`src/rtl/spi_reg_responder.sv`:
```
// SPI mode-0 responder: oversamples the HPS SPI pins in the clk domain and turns
// each frame (R/W, address, data) into a one-cycle register write or read strobe.
module spi_reg_responder #(
    parameter int unsigned ADDR_WIDTH  = 7,
    parameter int unsigned DATA_WIDTH  = 8,
    parameter int unsigned SYNC_STAGES = 2
) (
    input  logic                  clk,
    input  logic                  reset_n,
    input  logic                  spi_sclk,
    input  logic                  spi_ss_n,
    input  logic                  spi_mosi,
    output logic                  spi_miso,
    output logic                  spi_miso_oe_n,
    output logic [ADDR_WIDTH-1:0] reg_addr,
    output logic [DATA_WIDTH-1:0] reg_wdata,
    output logic                  reg_wr_en,
    output logic                  reg_rd_en,
    input  logic [DATA_WIDTH-1:0] reg_rdata,
    output logic                  frame_err,
    output logic                  busy
);

    localparam int unsigned FRAME_LEN = 1 + ADDR_WIDTH + DATA_WIDTH;
    localparam int unsigned CMD_LEN   = 1 + ADDR_WIDTH;
    localparam int unsigned CNT_W     = $clog2(FRAME_LEN + 1);
    localparam int unsigned SH_W      = (CMD_LEN > DATA_WIDTH) ? CMD_LEN : DATA_WIDTH;

    typedef enum logic [1:0] {
        ST_IDLE,
        ST_CMD,
        ST_DATA,
        ST_DONE
    } state_t;

    logic [SYNC_STAGES-1:0] r_sclk_sync;
    logic [SYNC_STAGES-1:0] r_ss_sync;
    logic [SYNC_STAGES-1:0] r_mosi_sync;
    logic                   r_sclk_d;
    logic                   r_ss_d;
    logic                   r_ss_seen_high;
    logic                   r_miso_oe_n;

    state_t                 r_state;
    logic [CNT_W-1:0]       r_bit_cnt;
    logic [SH_W-2:0]        r_shift;
    logic                   r_rw;
    logic                   r_rd_req;
    logic                   r_tx_load;
    logic [DATA_WIDTH-1:0]  r_tx;
    logic                   r_miso;
    logic [ADDR_WIDTH-1:0]  r_addr;
    logic [DATA_WIDTH-1:0]  r_wdata;
    logic                   r_wr_en;
    logic                   r_rd_en;
    logic                   r_frame_err;
    logic                   r_busy;

    logic                   w_sclk_s;
    logic                   w_ss_s;
    logic                   w_mosi_s;
    logic                   w_sclk_rise;
    logic                   w_sclk_fall;
    logic                   w_ss_fall;
    logic                   w_ss_rise;
    logic [SH_W-1:0]        w_shift_next;

    assign w_sclk_s     = r_sclk_sync[SYNC_STAGES-1];
    assign w_ss_s       = r_ss_sync[SYNC_STAGES-1];
    assign w_mosi_s     = r_mosi_sync[SYNC_STAGES-1];
    assign w_sclk_rise  = w_sclk_s & ~r_sclk_d;
    assign w_sclk_fall  = ~w_sclk_s & r_sclk_d;
    assign w_ss_fall    = ~w_ss_s & r_ss_d;
    assign w_ss_rise    = w_ss_s & ~r_ss_d;
    assign w_shift_next = {r_shift, w_mosi_s};

    // Pin synchronizers and edge history. ss_n restarts low after reset so a frame
    // already in flight is never mistaken for a new start; the responder waits for
    // a real high level, and keeps MISO disabled until it has seen one.
    always_ff @(posedge clk) begin
        if (!reset_n) begin
            r_sclk_sync    <= '0;
            r_ss_sync      <= '0;
            r_mosi_sync    <= '0;
            r_sclk_d       <= 1'b0;
            r_ss_d         <= 1'b0;
            r_ss_seen_high <= 1'b0;
            r_miso_oe_n    <= 1'b1;
        end else begin
            r_sclk_sync    <= {r_sclk_sync[SYNC_STAGES-2:0], spi_sclk};
            r_ss_sync      <= {r_ss_sync[SYNC_STAGES-2:0], spi_ss_n};
            r_mosi_sync    <= {r_mosi_sync[SYNC_STAGES-2:0], spi_mosi};
            r_sclk_d       <= w_sclk_s;
            r_ss_d         <= w_ss_s;
            r_ss_seen_high <= r_ss_seen_high | w_ss_s;
            r_miso_oe_n    <= r_ss_sync[SYNC_STAGES-2] | ~(r_ss_seen_high | w_ss_s);
        end
    end

    // Frame FSM: bit counting, address/data capture, strobes and MISO shifting.
    always_ff @(posedge clk) begin
        if (!reset_n) begin
            r_state     <= ST_IDLE;
            r_bit_cnt   <= '0;
            r_shift     <= '0;
            r_rw        <= 1'b0;
            r_rd_req    <= 1'b0;
            r_tx_load   <= 1'b0;
            r_tx        <= '0;
            r_miso      <= 1'b0;
            r_addr      <= '0;
            r_wdata     <= '0;
            r_wr_en     <= 1'b0;
            r_rd_en     <= 1'b0;
            r_frame_err <= 1'b0;
            r_busy      <= 1'b0;
        end else begin
            r_wr_en     <= 1'b0;
            r_frame_err <= 1'b0;
            r_rd_en     <= r_rd_req;
            r_rd_req    <= 1'b0;
            r_tx_load   <= r_rd_en;
            if (r_tx_load) begin
                r_tx <= reg_rdata;
            end
            case (r_state)
                ST_IDLE: begin
                    if (w_ss_fall) begin
                        r_state   <= ST_CMD;
                        r_busy    <= 1'b1;
                        r_bit_cnt <= '0;
                        r_shift   <= '0;
                        r_tx      <= '0;
                        r_rw      <= 1'b0;
                        r_miso    <= 1'b0;
                    end
                end
                ST_CMD: begin
                    if (w_ss_rise) begin
                        r_state     <= ST_IDLE;
                        r_busy      <= 1'b0;
                        r_frame_err <= 1'b1;
                        r_miso      <= 1'b0;
                    end else if (w_sclk_rise) begin
                        r_shift   <= w_shift_next[SH_W-2:0];
                        r_bit_cnt <= r_bit_cnt + CNT_W'(1);
                        if (r_bit_cnt == CNT_W'(ADDR_WIDTH)) begin
                            r_state  <= ST_DATA;
                            r_rw     <= w_shift_next[ADDR_WIDTH];
                            r_rd_req <= w_shift_next[ADDR_WIDTH];
                            r_addr   <= w_shift_next[ADDR_WIDTH-1:0];
                        end
                    end
                end
                ST_DATA: begin
                    // ss_n release beats a coincident final SCLK edge.
                    if (w_ss_rise) begin
                        r_state     <= ST_IDLE;
                        r_busy      <= 1'b0;
                        r_frame_err <= 1'b1;
                        r_miso      <= 1'b0;
                    end else if (w_sclk_rise) begin
                        r_shift   <= w_shift_next[SH_W-2:0];
                        r_bit_cnt <= r_bit_cnt + CNT_W'(1);
                        if (r_bit_cnt == CNT_W'(FRAME_LEN - 1)) begin
                            r_state <= ST_DONE;
                            r_miso  <= 1'b0;
                            if (!r_rw) begin
                                r_wdata <= w_shift_next[DATA_WIDTH-1:0];
                                r_wr_en <= 1'b1;
                            end
                        end
                    end else if (w_sclk_fall && r_rw) begin
                        r_miso <= r_tx[DATA_WIDTH-1];
                        r_tx   <= {r_tx[DATA_WIDTH-2:0], 1'b0};
                    end
                end
                ST_DONE: begin
                    if (w_ss_rise) begin
                        r_state <= ST_IDLE;
                        r_busy  <= 1'b0;
                    end
                end
                default: begin
                    r_state <= ST_IDLE;
                    r_busy  <= 1'b0;
                end
            endcase
        end
    end

    assign spi_miso      = r_miso;
    assign spi_miso_oe_n = r_miso_oe_n;
    assign reg_addr      = r_addr;
    assign reg_wdata     = r_wdata;
    assign reg_wr_en     = r_wr_en;
    assign reg_rd_en     = r_rd_en;
    assign frame_err     = r_frame_err;
    assign busy          = r_busy;

endmodule

```
`config.mk`:
```
export PLATFORM = sky130hd
export DESIGN_NAME = spi_reg_responder
export DESIGN_NICKNAME = d
export VERILOG_FILES = /design/src/rtl/spi_reg_responder.sv
export SDC_FILE = /design/constraint.sdc
export NUM_CORES = 1
export LEC_CHECK = 0
export CAP_MARGIN = 20
export CORE_AREA = 2 2 76 78
export DETAILED_ROUTE_END_ITERATION = 10
export DIE_AREA = 0 0 78 80
export GPL_ROUTABILITY_DRIVEN = 0
export GPL_TIMING_DRIVEN = 0
export PLACE_DENSITY = 0.63
export SETUP_SLACK_MARGIN = 0.2
export SYNTH_ARGS = -nofsm -noshare
export SYNTH_HDL_FRONTEND = slang
export SYNTH_SLANG_ARGS = --single-unit
```
`constraint.sdc`:
```
create_clock -name clk -period 3.1 [get_ports clk]
set_input_delay 0.31 -clock clk [delete_from_list [all_inputs] [get_ports clk]]
set_output_delay 0.31 -clock clk [all_outputs]
set_load 0.02 [all_outputs]
```
---- After elaboration in Yosys (flattened, before gate mapping) ----
Index checks and enable logic that the tools add are counted.
storage, ports and cells
  word-level logic and storage cells ...... 116
  input port bits ......................... 13
  output and inout bits ................... 21
  flip-flop bits (word level) ............. 55
operators by class
  equal/unequal tests ..................... 20
  reductions and logical operators ........ 17
  add/subtract/negate cells ............... 1
  bitwise operators ....................... 19
  multiplexer cells ....................... 38
operators by type and width
  operator                                                                  count
  8-bit two-way mux                                                         5
  7-bit two-way mux                                                         3
  2-bit two-way mux                                                         8
  8-bit one-hot mux with 2 select lines                                     1
  5-bit two-way mux                                                         3
  5-bit AND reduction                                                       3
  2-bit inequality test (second input constant)                             7
  7-bit one-hot mux with 2 select lines                                     1
  1-bit inverter                                                            13
  1-bit two-way mux                                                         12
  3-bit inequality test (second input constant)                             4
  5-bit one-hot mux with 2 select lines                                     1
  5-bit OR reduction                                                        2
  4-bit inequality test (second input constant)                             2
  2-bit one-hot mux with 4 select lines                                     1
  4-bit AND reduction                                                       2
  6-bit AND reduction                                                       1
  5-bit by 1-bit adder with 5-bit output (second input constant)            1
  5-bit by 3-bit == test with 1-bit output (second input constant)          1
  5-bit by 4-bit == test with 1-bit output (second input constant)          1
  1-bit bitwise AND                                                         4
  2-bit == test (second input constant)                                     2
  2-bit by 1-bit inequality test with 1-bit output (second input constant)  2
  1-bit one-hot mux with 2 select lines                                     2
  10 further kinds                                                          13

---- Depth between registers and ports, before layout ----
  word-level depth ........................ 7
  gate-level depth with buffers ........... 9
  gate-level depth less buffers ........... 8

---- Least setup slack after synthesis ----
No wires, ideal clock.
  path type ............................... reg2reg
  start point ............................. register r_state[0]
  end point ............................... register r_bit_cnt[3]
  library setup time ...................... 70 ps
  period minus slack after synthesis ...... 1713 ps
  slack ................................... 1387 ps
  data arrival time ....................... 1643 ps
  cell stages (with the launch flop) ...... 9
  data required time ...................... 3030 ps
  path buffers ............................ 1
  cells stage by stage .................... dfxtp_1 > inv_1 > ha_1 > buf_4 > mux2i_1 > a211oi_2 > nor2_1 > or3_1 > a21oi_1
between the ends
  longest elaborated chain between the ends .. 4
  elaborated cells between the ends (all ways) .. 10
  those cells by class .................... eq/ne: 5; mux: 1; reduce/logical: 4
RTL lines
  what                                                                       line  source
  start: declaration                                                         44    state_t r_state;
  start signal: assignment                                                   103   r_state <= ST_IDLE;
  start signal: assignment                                                   129   r_state <= ST_CMD;
  start signal: assignment                                                   140   r_state <= ST_IDLE;
  2-bit == test or 2-bit by 1-bit == test with 1-bit output (tied branches)  126   case (r_state)
  2-bit OR reduction (no source line)                                        --
  2-bit inequality test (no source line) (tied with other cells)             --
  4-bit AND reduction (no source line)                                       --
  end signal: assignment                                                     146   r_bit_cnt <= r_bit_cnt + CNT_W'(1);
  end signal: assignment                                                     164   r_bit_cnt <= r_bit_cnt + CNT_W'(1);
  end: declaration                                                           45    logic [CNT_W-1:0] r_bit_cnt;
Parallel ways exist; a longest one is shown, timed or not.
A chain may end at the register's enable or synchronous reset.

---- Final worst setup path ----
  start point ............................. register r_state[0]
  end point ............................... register r_bit_cnt[0]
Same word-level chain as after synthesis.

==> impl_metrics.ini <==
[synth]
seq_area_frac_synth_pct = 47.2
synthSimpleGateAreaFrac_pct = 19.7
synth_edf_count = 0
synth_compound_area_share_pct = 14.3
ys_ff_latch = 55
yosys.area_share.adder_pct = 3.22
synth_area_per_cell_sq_um = 9.60
syn-cell-area_sq_mm = 0.00233
synth_top_family_by_area = simple AND/OR/NAND/NOR gates
syn-num-nets = 262
synth_ff_type = dfxtp_1
yosysWarnings = 0
syn_inst = 243
synthMuxAreaShare_pct = 11.6
synth_xor_area_share_pct = 0.375
synth_top_cell_by_area = dfxtp_1
synthDistinctLibCells = 41
async_flop_share_pct = 0
yosys-top-cells-area = dfxtp_1, mux2i_1, nor2b_1
netlist.area_leader.share_pct = 47.2

[power_and_ir_drop]
p_leak_nw = 1.03
powerDensity_mw_per_mm2 = 466
ir_worst_vdd_v = 0.000285

[final_layout]
final_common_cell = dfxtp_1
n_antenna_cell = 0
drive_gt1_share_pct = 5.28
num-nets-final = 302
area_delta_synth_final_pct = 22.9
layout_common_cells = dfxtp_1, clkdlybuf4s50_1, nand2_1
design_area_sq_mm = 0.00287

[timing]
setup_tns_ps = 0
fmax_ghz = 0.506
hold_violations = 0
final-setup-viol-count = 0
hold_ws_ps = 439
fin_skew_ps = 6.47
rsz0062_at_grt = no
fin_ws_ps = 1120
finalCritPeriodShare_pct = 63.7
relSlewSlack_pct = 63.7
tightest_slew_ps = 545
finalMaxSlewViolations = 0
period_minus_slack_ps = 1980

[clocking]
htree_levels = 2
cts_resized = 0
cts_tree = built
cts.sinks = 55
clockBufferDepth = 2
path_clk_slew_ps = 100
cts_made_buffers = 5
clock-root-buffer = clkbuf_8
worstSkewPairLatency_ps = 310
post_cts.repair.setup_buffers = 0
hold_buffers = 0

[floorplanning]
fp.coreArea_sq_mm = 0.00541
initial_core_util_pct = 43.2
die_area_sq_mm = 0.00624
die_y_microns = 80
die-width_microns = 78
num_rows = 27
pin_count = 34

[min_path]
hp-start = r_ss_sync[0]
hold_path.class = reg2reg
hold_path_end = spi_miso_oe_n
whs_path_depth = 1

[worst_setup_path]
path_class = reg2reg
ff2ff_setup_slack_ps = 1120
crit_chain = inv_1 -> ha_1 -> mux2i_1 -> a211oi_2 -> nor2_1 -> buf_2 -> nand2_1 -> a21boi_1
arrival_ps = 2220
cp_slowest_cell = dfxtp_1
critPathMaxStageDelay_ps = 410
r2r-start = r_state[0]
startpoint_type = flip-flop
cp-end-kind = flip-flop
worstPathMaxFanout = 10
r2r_cells = 8
r2r-end = r_bit_cnt[0]
required_ps = 3340

[detailed_routing]
routed_wl_microns = 4690
wl_per_cell_microns = 13.2
drc = 0
route.met2.wl_microns = 2180
vias = 1765
drt_iter0_drc = 70
highest_layer = met4
firstDrtPassIters = 4
vias_per_cell = 4.96
dr_wl_met3_microns = 197
ant_nets = 0
met1_length_microns = 2280

[global_routing]
grt_max_degree = 19
antenna_found_initial = 0
gr-usage-all-layers_pct = 16.4
grt_first_pass_wirelength_microns = 8150
overflow = 0
grt_pass1_vias = 1715

[placement]
post_dp_cell_area_sq_mm = 0.00275
place_ws_ps = 1120
io_buffers = 33
dp_hpwl_microns = 3320

[flow_run]
cap_violations = 0

[run_status]
status = finished, final reports clean
[registers in the layout, indices dropped and copies added (netlist names), 2 cells and up]
name,flops
r_shift,7
reg_wdata,8
r_bit_cnt,5
r_mosi_sync,2
reg_addr,7
r_sclk_sync,2
r_ss_sync,2
r_tx,8
r_state,2
[report_power, final]
group | internal (mW) | switching (mW)
Sequential | 0.717 | 0.00824
Clock | 0.244 | 0.241
Combinational | 0.0569 | 0.0717
Total | 1.02 | 0.321
[cells in the mapped netlist (3+ instances only)]
master    count
o21ai_0       4
o211ai_1      9
dfxtp_1      55
a21boi_1     10
mux2i_1      27
nand3_1       5
nor2b_1      17
o21ai_1      10
and3_1        3
ha_1          6
inv_1         6
nand2b_1      3
a21oi_1       5
nor2_1        6
and2_1       11
nand2_1      28
clkbuf_1      8
[metrics by stage]
| stage | utilization, % | std cells | total power, mW |
|---|---|---|---|
| finish | 53.1 | 356 | 1.34 |
| detailed placement | 50.9 | 348 | 0.870 |
| global placement | 50.9 | 348 | 0.870 |
| global route | 53.1 | 356 | 1.40 |
| CTS | 53.1 | 356 | 1.35 |
| floorplan | - | 243 | 0.824 |
[worst max path at each step]
stage / startpoint / endpoint / slack [ps] / cells past startpoint
after floorplan: r_state[0] / r_bit_cnt[3] / 1390 / 8
after global placement: reset_n / r_state[0] / 1110 / 4
after detailed placement: reset_n / r_state[0] / 1120 / 4
after CTS: r_state[0] / r_bit_cnt[0] / 1120 / 8
after global routing: r_state[0] / r_shift[4] / 930 / 8
final: r_state[0] / r_bit_cnt[0] / 1120 / 8
[routing by layer]
| metal | GRT usage, % | vias to the layer above |
|---|---|---|
| li1 | - | 924 |
| met1 | 21.1 | 802 |
| met2 | 27.4 | 34 |
| met3 | 3.85 | 5 |
| met4 | 4.74 | 0 |
| met5 | 0 | - |
[cell families (layout without fill, tap and decap cells)]
group | Yosys count | count (layout)
mux | 27 | 27
simple gates | 85 | 85
fa+ha+maj | 6 | 6
compound gates | 49 | 49
xor+xnor | 1 | 1
buf+inv | 20 | 61
flops | 55 | 55
[layout make-up]
class	count	area, sq um
well taps	72	90.1
multi-input cells	168	1150
fillers	529	2540
inverters	6	22.5
clock buffers	5	68.8
repair buffers	33	330
flip-flops and latches	55	1100
plain buffers	14	62.6
clock inverters	3	46.3
[worst max-delay path, delay by kind of cell (launching register included)]
kind                       cells  cell delay [ps]
DFF                            1              410
adders and majority gates      1              400
buffers and inverters          2              370
and+or+nand+nor                2              310
AOI/OAI and AO/OA              2              220
muxes                          1              200
Power figures use the tool's default switching activity.
